$ cat config.mk
export PLATFORM = sky130hd
export DESIGN_NAME = ram_access_ctrl_flat
export DESIGN_NICKNAME = d
export VERILOG_FILES = /design/src/rtl/cpu_mem_pkg.sv /design/src/rtl/ram_access_ctrl_if.sv /design/src/rtl/mem_lane_align.sv /design/src/rtl/ram_access_ctrl.sv /design/src/flat_wrapper.sv
export SDC_FILE = /design/constraint.sdc
export NUM_CORES = 1
export LEC_CHECK = 0
export ABC_CLOCK_PERIOD_IN_PS = 6360
export BUFFER_PORTS_ARGS = -buffer_cell sky130_fd_sc_hd__buf_2
export CAP_MARGIN = 30
export CORE_MARGIN = 5
export CORE_UTILIZATION = 57
export CTS_BUF_LIST = sky130_fd_sc_hd__clkbuf_2
export CTS_CLUSTER_DIAMETER = 100
export DETAILED_ROUTE_END_ITERATION = 8
export PLACE_DENSITY = 0.93
export SYNTH_ARGS = -nofsm -noshare
export SYNTH_HDL_FRONTEND = slang
export SYNTH_SLANG_ARGS = --single-unit
$ cat constraint.sdc
create_clock -name clk -period 6.36 [get_ports clk]
set_clock_uncertainty 0.15 [all_clocks]
set_input_delay 0.636 -clock clk [delete_from_list [all_inputs] [get_ports clk]]
set_output_delay 0.636 -clock clk [all_outputs]
set_load 0.02 [all_outputs]
$ cat src/rtl/cpu_mem_pkg.sv
// Shared definitions for the CPU data-RAM access path: size codes,
// controller state encoding and the alignment predicate.
package cpu_mem_pkg;

    localparam logic [1:0] SZ_BYTE = 2'b00;
    localparam logic [1:0] SZ_HALF = 2'b01;
    localparam logic [1:0] SZ_WORD = 2'b10;
    localparam logic [1:0] SZ_ILL  = 2'b11;

    // ST_IDLE must stay encoded as zero so the reset state is all-zero.
    typedef enum logic [2:0] {
        ST_IDLE  = 3'd0,
        ST_READ  = 3'd1,
        ST_MERGE = 3'd2,
        ST_WRITE = 3'd3,
        ST_RESP  = 3'd4
    } state_t;

    // True for an illegal size or an access not aligned to its own size.
    function automatic logic is_misaligned(input logic [1:0] size, input logic [1:0] addr_lo);
        case (size)
            SZ_BYTE: return 1'b0;
            SZ_HALF: return addr_lo[0];
            SZ_WORD: return (addr_lo != 2'b00);
            default: return 1'b1;
        endcase
    endfunction

endpackage

$ cat src/rtl/ram_access_ctrl_if.sv
// CPU request/response handshake plus the word-wide RAM port, bundled.
// slave = controller view, master = CPU datapath + RAM view.
interface ram_access_ctrl_if #(
    parameter int ADDR_W = 16,
    parameter int DATA_W = 32
);
    logic              req_valid;
    logic              req_ready;
    logic              req_we;
    logic [1:0]        req_size;
    logic              req_unsigned;
    logic [ADDR_W-1:0] req_addr;
    logic [DATA_W-1:0] req_wdata;

    logic              rsp_valid;
    logic [DATA_W-1:0] rsp_rdata;
    logic              rsp_err;

    logic              ram_ce;
    logic              ram_we;
    logic [ADDR_W-1:0] ram_addr;
    logic [DATA_W-1:0] ram_wdata;
    logic [DATA_W-1:0] ram_rdata;

    modport slave (
        input  req_valid, req_we, req_size, req_unsigned, req_addr, req_wdata, ram_rdata,
        output req_ready, rsp_valid, rsp_rdata, rsp_err, ram_ce, ram_we, ram_addr, ram_wdata
    );

    modport master (
        output req_valid, req_we, req_size, req_unsigned, req_addr, req_wdata, ram_rdata,
        input  req_ready, rsp_valid, rsp_rdata, rsp_err, ram_ce, ram_we, ram_addr, ram_wdata
    );
endinterface

$ cat src/rtl/mem_lane_align.sv
// Combinational lane handling between the RAM word and the CPU:
// load-side extract + sign/zero extend, store-side lane merge.
module mem_lane_align
    import cpu_mem_pkg::*;
(
    input  logic [31:0] rdata_i,
    input  logic [1:0]  addr_lo_i,
    input  logic [1:0]  size_i,
    input  logic        unsigned_i,
    input  logic [31:0] wdata_i,
    output logic [31:0] load_o,
    output logic [31:0] store_o
);
    logic [7:0]  byte_lane;
    logic [15:0] half_lane;
    logic        sx;

    // Pick the addressed lane and extend it to a full word.
    always_comb begin
        byte_lane = rdata_i[{addr_lo_i, 3'b000} +: 8];
        half_lane = addr_lo_i[1] ? rdata_i[31:16] : rdata_i[15:0];
        sx        = 1'b0;
        case (size_i)
            SZ_BYTE: begin
                sx     = ~unsigned_i & byte_lane[7];
                load_o = {{24{sx}}, byte_lane};
            end
            SZ_HALF: begin
                sx     = ~unsigned_i & half_lane[15];
                load_o = {{16{sx}}, half_lane};
            end
            default: load_o = rdata_i;
        endcase
    end

    // Overlay the right-aligned store data onto the addressed lane.
    always_comb begin
        store_o = rdata_i;
        case (size_i)
            SZ_BYTE: store_o[{addr_lo_i, 3'b000} +: 8] = wdata_i[7:0];
            SZ_HALF: begin
                if (addr_lo_i[1]) store_o[31:16] = wdata_i[15:0];
                else              store_o[15:0]  = wdata_i[15:0];
            end
            default: store_o = wdata_i;
        endcase
    end
endmodule

$ cat src/rtl/ram_access_ctrl.sv
// CPU data-RAM controller: one request at a time, sub-word stores done
// as read-modify-write because the RAM only writes whole words.
module ram_access_ctrl
    import cpu_mem_pkg::*;
#(
    parameter int ADDR_W = 16,
    parameter int DATA_W = 32
) (
    input  logic              clk,
    input  logic              rst,
    ram_access_ctrl_if.slave  bus
);
    state_t            state_q;
    logic [ADDR_W-1:0] addr_q;
    logic [1:0]        size_q;
    logic              uns_q;
    logic              we_q;
    logic [DATA_W-1:0] wdata_q;   // store data, later the merged write word
    logic [DATA_W-1:0] rdata_q;
    logic              err_q;

    logic [31:0]       load_d;
    logic [31:0]       store_d;

    mem_lane_align u_align (
        .rdata_i    (bus.ram_rdata),
        .addr_lo_i  (addr_q[1:0]),
        .size_i     (size_q),
        .unsigned_i (uns_q),
        .wdata_i    (wdata_q),
        .load_o     (load_d),
        .store_o    (store_d)
    );

    // Request FSM: capture on accept, sequence RAM cycles, one-cycle response.
    always_ff @(posedge clk) begin
        if (rst) begin
            state_q <= ST_IDLE;
            addr_q  <= '0;
            size_q  <= '0;
            uns_q   <= 1'b0;
            we_q    <= 1'b0;
            wdata_q <= '0;
            rdata_q <= '0;
            err_q   <= 1'b0;
        end else begin
            case (state_q)
                ST_IDLE: if (bus.req_valid) begin
                    addr_q  <= bus.req_addr;
                    size_q  <= bus.req_size;
                    uns_q   <= bus.req_unsigned;
                    we_q    <= bus.req_we;
                    wdata_q <= bus.req_wdata;
                    rdata_q <= '0;
                    if (is_misaligned(bus.req_size, bus.req_addr[1:0])) begin
                        err_q   <= 1'b1;
                        state_q <= ST_RESP;
                    end else if (bus.req_we && bus.req_size == SZ_WORD) begin
                        state_q <= ST_WRITE;
                    end else begin
                        state_q <= ST_READ;
                    end
                end
                ST_READ:  state_q <= ST_MERGE;
                ST_MERGE: begin
                    if (we_q) begin
                        wdata_q <= store_d;
                        state_q <= ST_WRITE;
                    end else begin
                        rdata_q <= load_d;
                        state_q <= ST_RESP;
                    end
                end
                ST_WRITE: state_q <= ST_RESP;
                ST_RESP: begin
                    rdata_q <= '0;
                    err_q   <= 1'b0;
                    state_q <= ST_IDLE;
                end
                default:  state_q <= ST_IDLE;
            endcase
        end
    end

    // RAM strobes are killed by reset so an aborted RMW never writes.
    assign bus.req_ready = (state_q == ST_IDLE) && !rst;
    assign bus.ram_ce    = ((state_q == ST_READ) || (state_q == ST_WRITE)) && !rst;
    assign bus.ram_we    = (state_q == ST_WRITE) && !rst;
    assign bus.ram_addr  = {addr_q[ADDR_W-1:2], 2'b00};
    assign bus.ram_wdata = (state_q == ST_WRITE) ? wdata_q : '0;
    assign bus.rsp_valid = (state_q == ST_RESP);
    assign bus.rsp_rdata = (state_q == ST_RESP) ? rdata_q : '0;
    assign bus.rsp_err   = (state_q == ST_RESP) && err_q;
endmodule

$ cat src/flat_wrapper.sv
// flat-port wrapper written by rule: the top's interface ports become plain ports
module ram_access_ctrl_flat import cpu_mem_pkg::*;
#(
    parameter int ADDR_W = 16,
    parameter int DATA_W = 32
)
  (clk, rst, bus_req_valid, bus_req_we, bus_req_size, bus_req_unsigned, bus_req_addr, bus_req_wdata, bus_ram_rdata, bus_req_ready, bus_rsp_valid, bus_rsp_rdata, bus_rsp_err, bus_ram_ce, bus_ram_we, bus_ram_addr, bus_ram_wdata);
  ram_access_ctrl_if #(.ADDR_W(ADDR_W), .DATA_W(DATA_W)) bus_i ();
  input  logic clk;
  input  logic rst;
  input wire logic [$bits(bus_i.req_valid)-1:0] bus_req_valid;
  input wire logic [$bits(bus_i.req_we)-1:0] bus_req_we;
  input wire logic [$bits(bus_i.req_size)-1:0] bus_req_size;
  input wire logic [$bits(bus_i.req_unsigned)-1:0] bus_req_unsigned;
  input wire logic [$bits(bus_i.req_addr)-1:0] bus_req_addr;
  input wire logic [$bits(bus_i.req_wdata)-1:0] bus_req_wdata;
  input wire logic [$bits(bus_i.ram_rdata)-1:0] bus_ram_rdata;
  output wire logic [$bits(bus_i.req_ready)-1:0] bus_req_ready;
  output wire logic [$bits(bus_i.rsp_valid)-1:0] bus_rsp_valid;
  output wire logic [$bits(bus_i.rsp_rdata)-1:0] bus_rsp_rdata;
  output wire logic [$bits(bus_i.rsp_err)-1:0] bus_rsp_err;
  output wire logic [$bits(bus_i.ram_ce)-1:0] bus_ram_ce;
  output wire logic [$bits(bus_i.ram_we)-1:0] bus_ram_we;
  output wire logic [$bits(bus_i.ram_addr)-1:0] bus_ram_addr;
  output wire logic [$bits(bus_i.ram_wdata)-1:0] bus_ram_wdata;
  assign bus_i.req_valid = bus_req_valid;
  assign bus_i.req_we = bus_req_we;
  assign bus_i.req_size = bus_req_size;
  assign bus_i.req_unsigned = bus_req_unsigned;
  assign bus_i.req_addr = bus_req_addr;
  assign bus_i.req_wdata = bus_req_wdata;
  assign bus_i.ram_rdata = bus_ram_rdata;
  assign bus_req_ready = bus_i.req_ready;
  assign bus_rsp_valid = bus_i.rsp_valid;
  assign bus_rsp_rdata = bus_i.rsp_rdata;
  assign bus_rsp_err = bus_i.rsp_err;
  assign bus_ram_ce = bus_i.ram_ce;
  assign bus_ram_we = bus_i.ram_we;
  assign bus_ram_addr = bus_i.ram_addr;
  assign bus_ram_wdata = bus_i.ram_wdata;
  ram_access_ctrl #(.ADDR_W(ADDR_W), .DATA_W(DATA_W)) u_core (.clk(clk), .rst(rst), .bus(bus_i));
endmodule
==> out/summary.txt <==
GLOBAL ROUTING
--------------------------------------------------------------------------------------
Total track usage .......................................................        29.3%
Global-route congestion overflow total ..................................            0
Vias in the first global route ..........................................         5291
Pin count of the biggest net entering global routing ....................           49
Antenna violations before repair ........................................            0
Wire length of the first global-routing pass ............................      26.6 mm

DETAILED ROUTING
--------------------------------------------------------------------------------------
Wire length reported by the detailed router .............................      16.6 mm
Remaining routing DRC violations ........................................            0
Drt first pass iters ....................................................            5
Number of vias per cell .................................................         6.11
Drt wl/cell .............................................................      18.6 um
Number of DRC markers after the initial detailed-route iteration ........          614
Vias ....................................................................         5435
Antenna-violating nets left .............................................            0

CLOCK TREE
--------------------------------------------------------------------------------------
Clock root buffer master ................................................     clkbuf_2
Post-cts gate resize count ..............................................            0
Number of CTS-inserted buffers ..........................................            9
Setup bufs post-CTS .....................................................            0
Number of buffers inserted for hold repair after clock tree synthesis ...            0
Latest clock arrival within the worst-skew pair .........................      0.55 ns
# H-tree levels .........................................................            3
Clk slew on worst S/H paths .............................................      0.24 ns
Largest buffer count on any clock path ..................................            2
TritonCTS Sinks .........................................................           88
Clock tree from TritonCTS ...............................................          yes

POWER
--------------------------------------------------------------------------------------
Clock share of power ....................................................        26.6%
Peak supply drop ........................................................       122 uV
Leakage power of the design .............................................      2.81 nW
Power density over cell area ............................................   200 nW/um2
Power dissipated by switching net loads .................................     0.400 mW
Cell-internal power .....................................................     0.824 mW
Combinational group share of total power ................................        22.6%
Seq pwr share ...........................................................        50.8%
Switching power as a share of total power ...............................        32.7%

WORST SETUP PATH
--------------------------------------------------------------------------------------
Startpoint Class ........................................................     register
Worst-path maximum fanout ...............................................           33
Worst Reg2Reg Path Length in Cells ......................................            5
Worst reg-to-reg setup slack ............................................      3.42 ns
Required time of the critical path ......................................      5.57 ns
CP endpoint kind ........................................................ primary output
Terminus of the critical flop-to-flop path .............................. u_core.rdata_q[27]
Worst reg2reg startpoint ................................................ u_core.state_q[1]
Critical path class ..................................................... register to primary output
Endpoint arrival time on the critical path ..............................      2.37 ns

FINISH
--------------------------------------------------------------------------------------
Fraction of final layout cells sized beyond drive strength 1 ............        28.6%
Design Area, Final ......................................................     6110 um2
Most frequent cells in the layout ....................................... buf_2 (169), dfxtp_1 (88), nand2_1 (68), a21oi_1 (66), and2_1 (38)
Area overhead of the layout relative to synthesis .......................        17.2%
Most common cell after layout, fill and taps aside ......................        buf_2
Area of the multi-input gates ...........................................     3050 um2
Non-filler instance count after layout ..................................          890
Total area of sequential cells ..........................................     1760 um2
Number of inserted filler cells in the final layout .....................          752
Final antenna diode count ...............................................            0
Number of nets in the layout ............................................          866

PLACE
--------------------------------------------------------------------------------------
Input/output buffers ....................................................          169
Post-DP HPWL ............................................................      12.3 mm
Minimum setup slack after placement .....................................      3.22 ns
Weighted congestion reported at the end of routability-driven placement .        0.925
Placed cell count .......................................................          873
Area after DPL ..........................................................     5950 um2

LOGIC SYNTHESIS
--------------------------------------------------------------------------------------
Gate count after technology mapping .....................................          656
Combined area of all synthesized cells ..................................     5210 um2
Asr flop ratio synth ....................................................           0%
Number of library cell types mapped by synthesis ........................           53
Share of the yosys chip area belonging to registers .....................        33.8%
Total number of yosys warnings ..........................................            0
Number of flops mapped to enable cells by yosys .........................            0
Average size of a mapped cell ...........................................     7.95 um2
Most instantiated flip-flop cell in the synthesis netlist ...............      dfxtp_1
Number of storage elements in the synthesis netlist .....................           88

STA
--------------------------------------------------------------------------------------
Final-report max-slew violation count ...................................            0
RSZ-0062 raised after global routing ....................................           no
Least-Margin Pin Slew ...................................................      1.03 ns
Aggregate negative setup slack ..........................................         0 ns
Final-report hold violation count .......................................            0
Setup violation total in the final timing report ........................            0
Maximum operating frequency .............................................      317 MHz
Final setup margin ......................................................      3.21 ns
Minimum clock period ....................................................      3.15 ns
Period utilisation layout ...............................................        49.6%
Slew Limit Headroom .....................................................        30.9%

DIE
--------------------------------------------------------------------------------------
Die height ..............................................................       106 um
Number of top-level pins ................................................          172
Area of the die .........................................................    11200 um2
Width of the die ........................................................       106 um
Area of the placeable core ..............................................     9060 um2
Cell row count ..........................................................           35
Starting density of the core ............................................        57.5%

HOLD PATH
--------------------------------------------------------------------------------------
Hold Path Stages ........................................................            3
Hold Path End ........................................................... u_core.addr_q[9]
Type of the most critical hold path ..................................... input port to register
Source of the worst hold timing path .................................... bus_req_addr[9]

STATUS
--------------------------------------------------------------------------------------
Run status .............................................................. complete, no violations

FLOW RUN
--------------------------------------------------------------------------------------
Number of maximum-capacitance constraint violations .....................            0

## state kept, by name, summed over array words and instances (netlist names)
register,flops
u_core.addr_q,16
u_core.err_q,1
u_core.size_q,2
u_core.uns_q,1
u_core.state_q,3
u_core.we_q,1
u_core.rdata_q,32
u_core.wdata_q,32
## synth_stat cells (2+ instances only)
master	number	area share (%)
dfxtp_1	88	34
nand2_1	68	4.9
a21oi_1	66	6.3
clkbuf_1	41	3.0
and2_1	38	4.6
o21ai_0	37	3.6
and3_1	34	4.1
a31oi_1	30	3.6
mux2_2	21	4.5
nor2_1	20	1.4
o2bb2ai_1	19	3.2
nand2b_1	18	2.2
buf_4	16	2.3
inv_1	16	1.2
nor2b_1	13	1.6
buf_2	11	1.1
mux2i_1	11	2.1
nor3b_1	11	1.6
a221oi_1	10	1.7
o211ai_1	9	1.3
o32ai_1	9	1.5
a32o_1	8	1.5
nor3_1	6	0.58
buf_1	5	0.36
ha_1	5	1.2
nand3b_1	4	0.58
o221ai_1	4	0.67
a22oi_1	3	0.43
a22o_1	2	0.34
and2_0	2	0.24
and3b_1	2	0.34
nand3_1	2	0.19
nor4_1	2	0.24
nor4b_1	2	0.34
o21ai_1	2	0.19
o21bai_1	2	0.29
or3_1	2	0.24
or3b_1	2	0.34
## how the worst max path moves through the flow
stage,startpoint,to,slack (ns),depth (start not counted)
after floorplan,rst,bus_req_ready,3.70,4
after global placement,rst,u_core.rdata_q[7],3.34,4
after detailed placement,rst,u_core.rdata_q[11],3.22,4
after CTS,u_core.state_q[0],bus_ram_wdata[25],3.19,3
after global routing,u_core.state_q[0],bus_ram_wdata[27],2.99,3
final,u_core.state_q[0],bus_ram_wdata[25],3.21,3
## cells by family after synthesis
| logic type | synth area share [%] |
|---|---|
| mux | 6.65 |
| simple gates | 24.3 |
| flops | 33.8 |
| buf+inv | 7.82 |
| fa+ha+maj | 1.20 |
| compound gates | 26.2 |
| other cells | 0.0719 |
## power groups by stage
stage / clock network (mW) / registers (mW) / logic, mW
after detailed placement: 0 / 0.630 / 0.268
after global routing: 0.351 / 0.626 / 0.303
after CTS: 0.324 / 0.619 / 0.270
after global placement: 0 / 0.628 / 0.255
final: 0.326 / 0.622 / 0.277
after floorplan: 0 / 0.612 / 0.200
## metal layers
layer / GRT usage, % / part of all wire [%] / vias up
met5: 0 / 0 / -
met4: 10.3 / 2.6 / 0
met3: 6.25 / 10 / 38
met2: 48.8 / 47 / 307
met1: 37.3 / 40 / 2507
li1: - / - / 2583
## critical path, stage by stage (launching register included)
cell and delay (ns):
dfxtp_1 0.68, and3b_1 0.76, and2_1 0.23, buf_2 0.16
## area by class of cell
cell class / instances / area share [%]
Sequential cell: 88 / 28.8
Clock inverter: 6 / 1.37
Tap cell: 111 / 2.27
Clock buffer: 10 / 0.819
Inverter: 16 / 0.983
Timing Repair Buffer: 179 / 15.7
Multi-Input combinational cell: 480 / 50.0
## per-stage QoR
| step | util [%] | hold slack (ns) | power (mW) |
|---|---|---|---|
| 6_report | 67.4 | 0.142 | 1.22 |
| 4_1_cts | 67.1 | 0.109 | 1.21 |
| 2_1_floorplan | - | 0.275 | 0.812 |
| 3_5_place_dp | 65.6 | 0.292 | 0.898 |
| 5_1_grt | 67.4 | 0.106 | 1.28 |
| 3_3_place_gp | 65.2 | 0.286 | 0.883 |
Power figures use the tool's default switching activity.
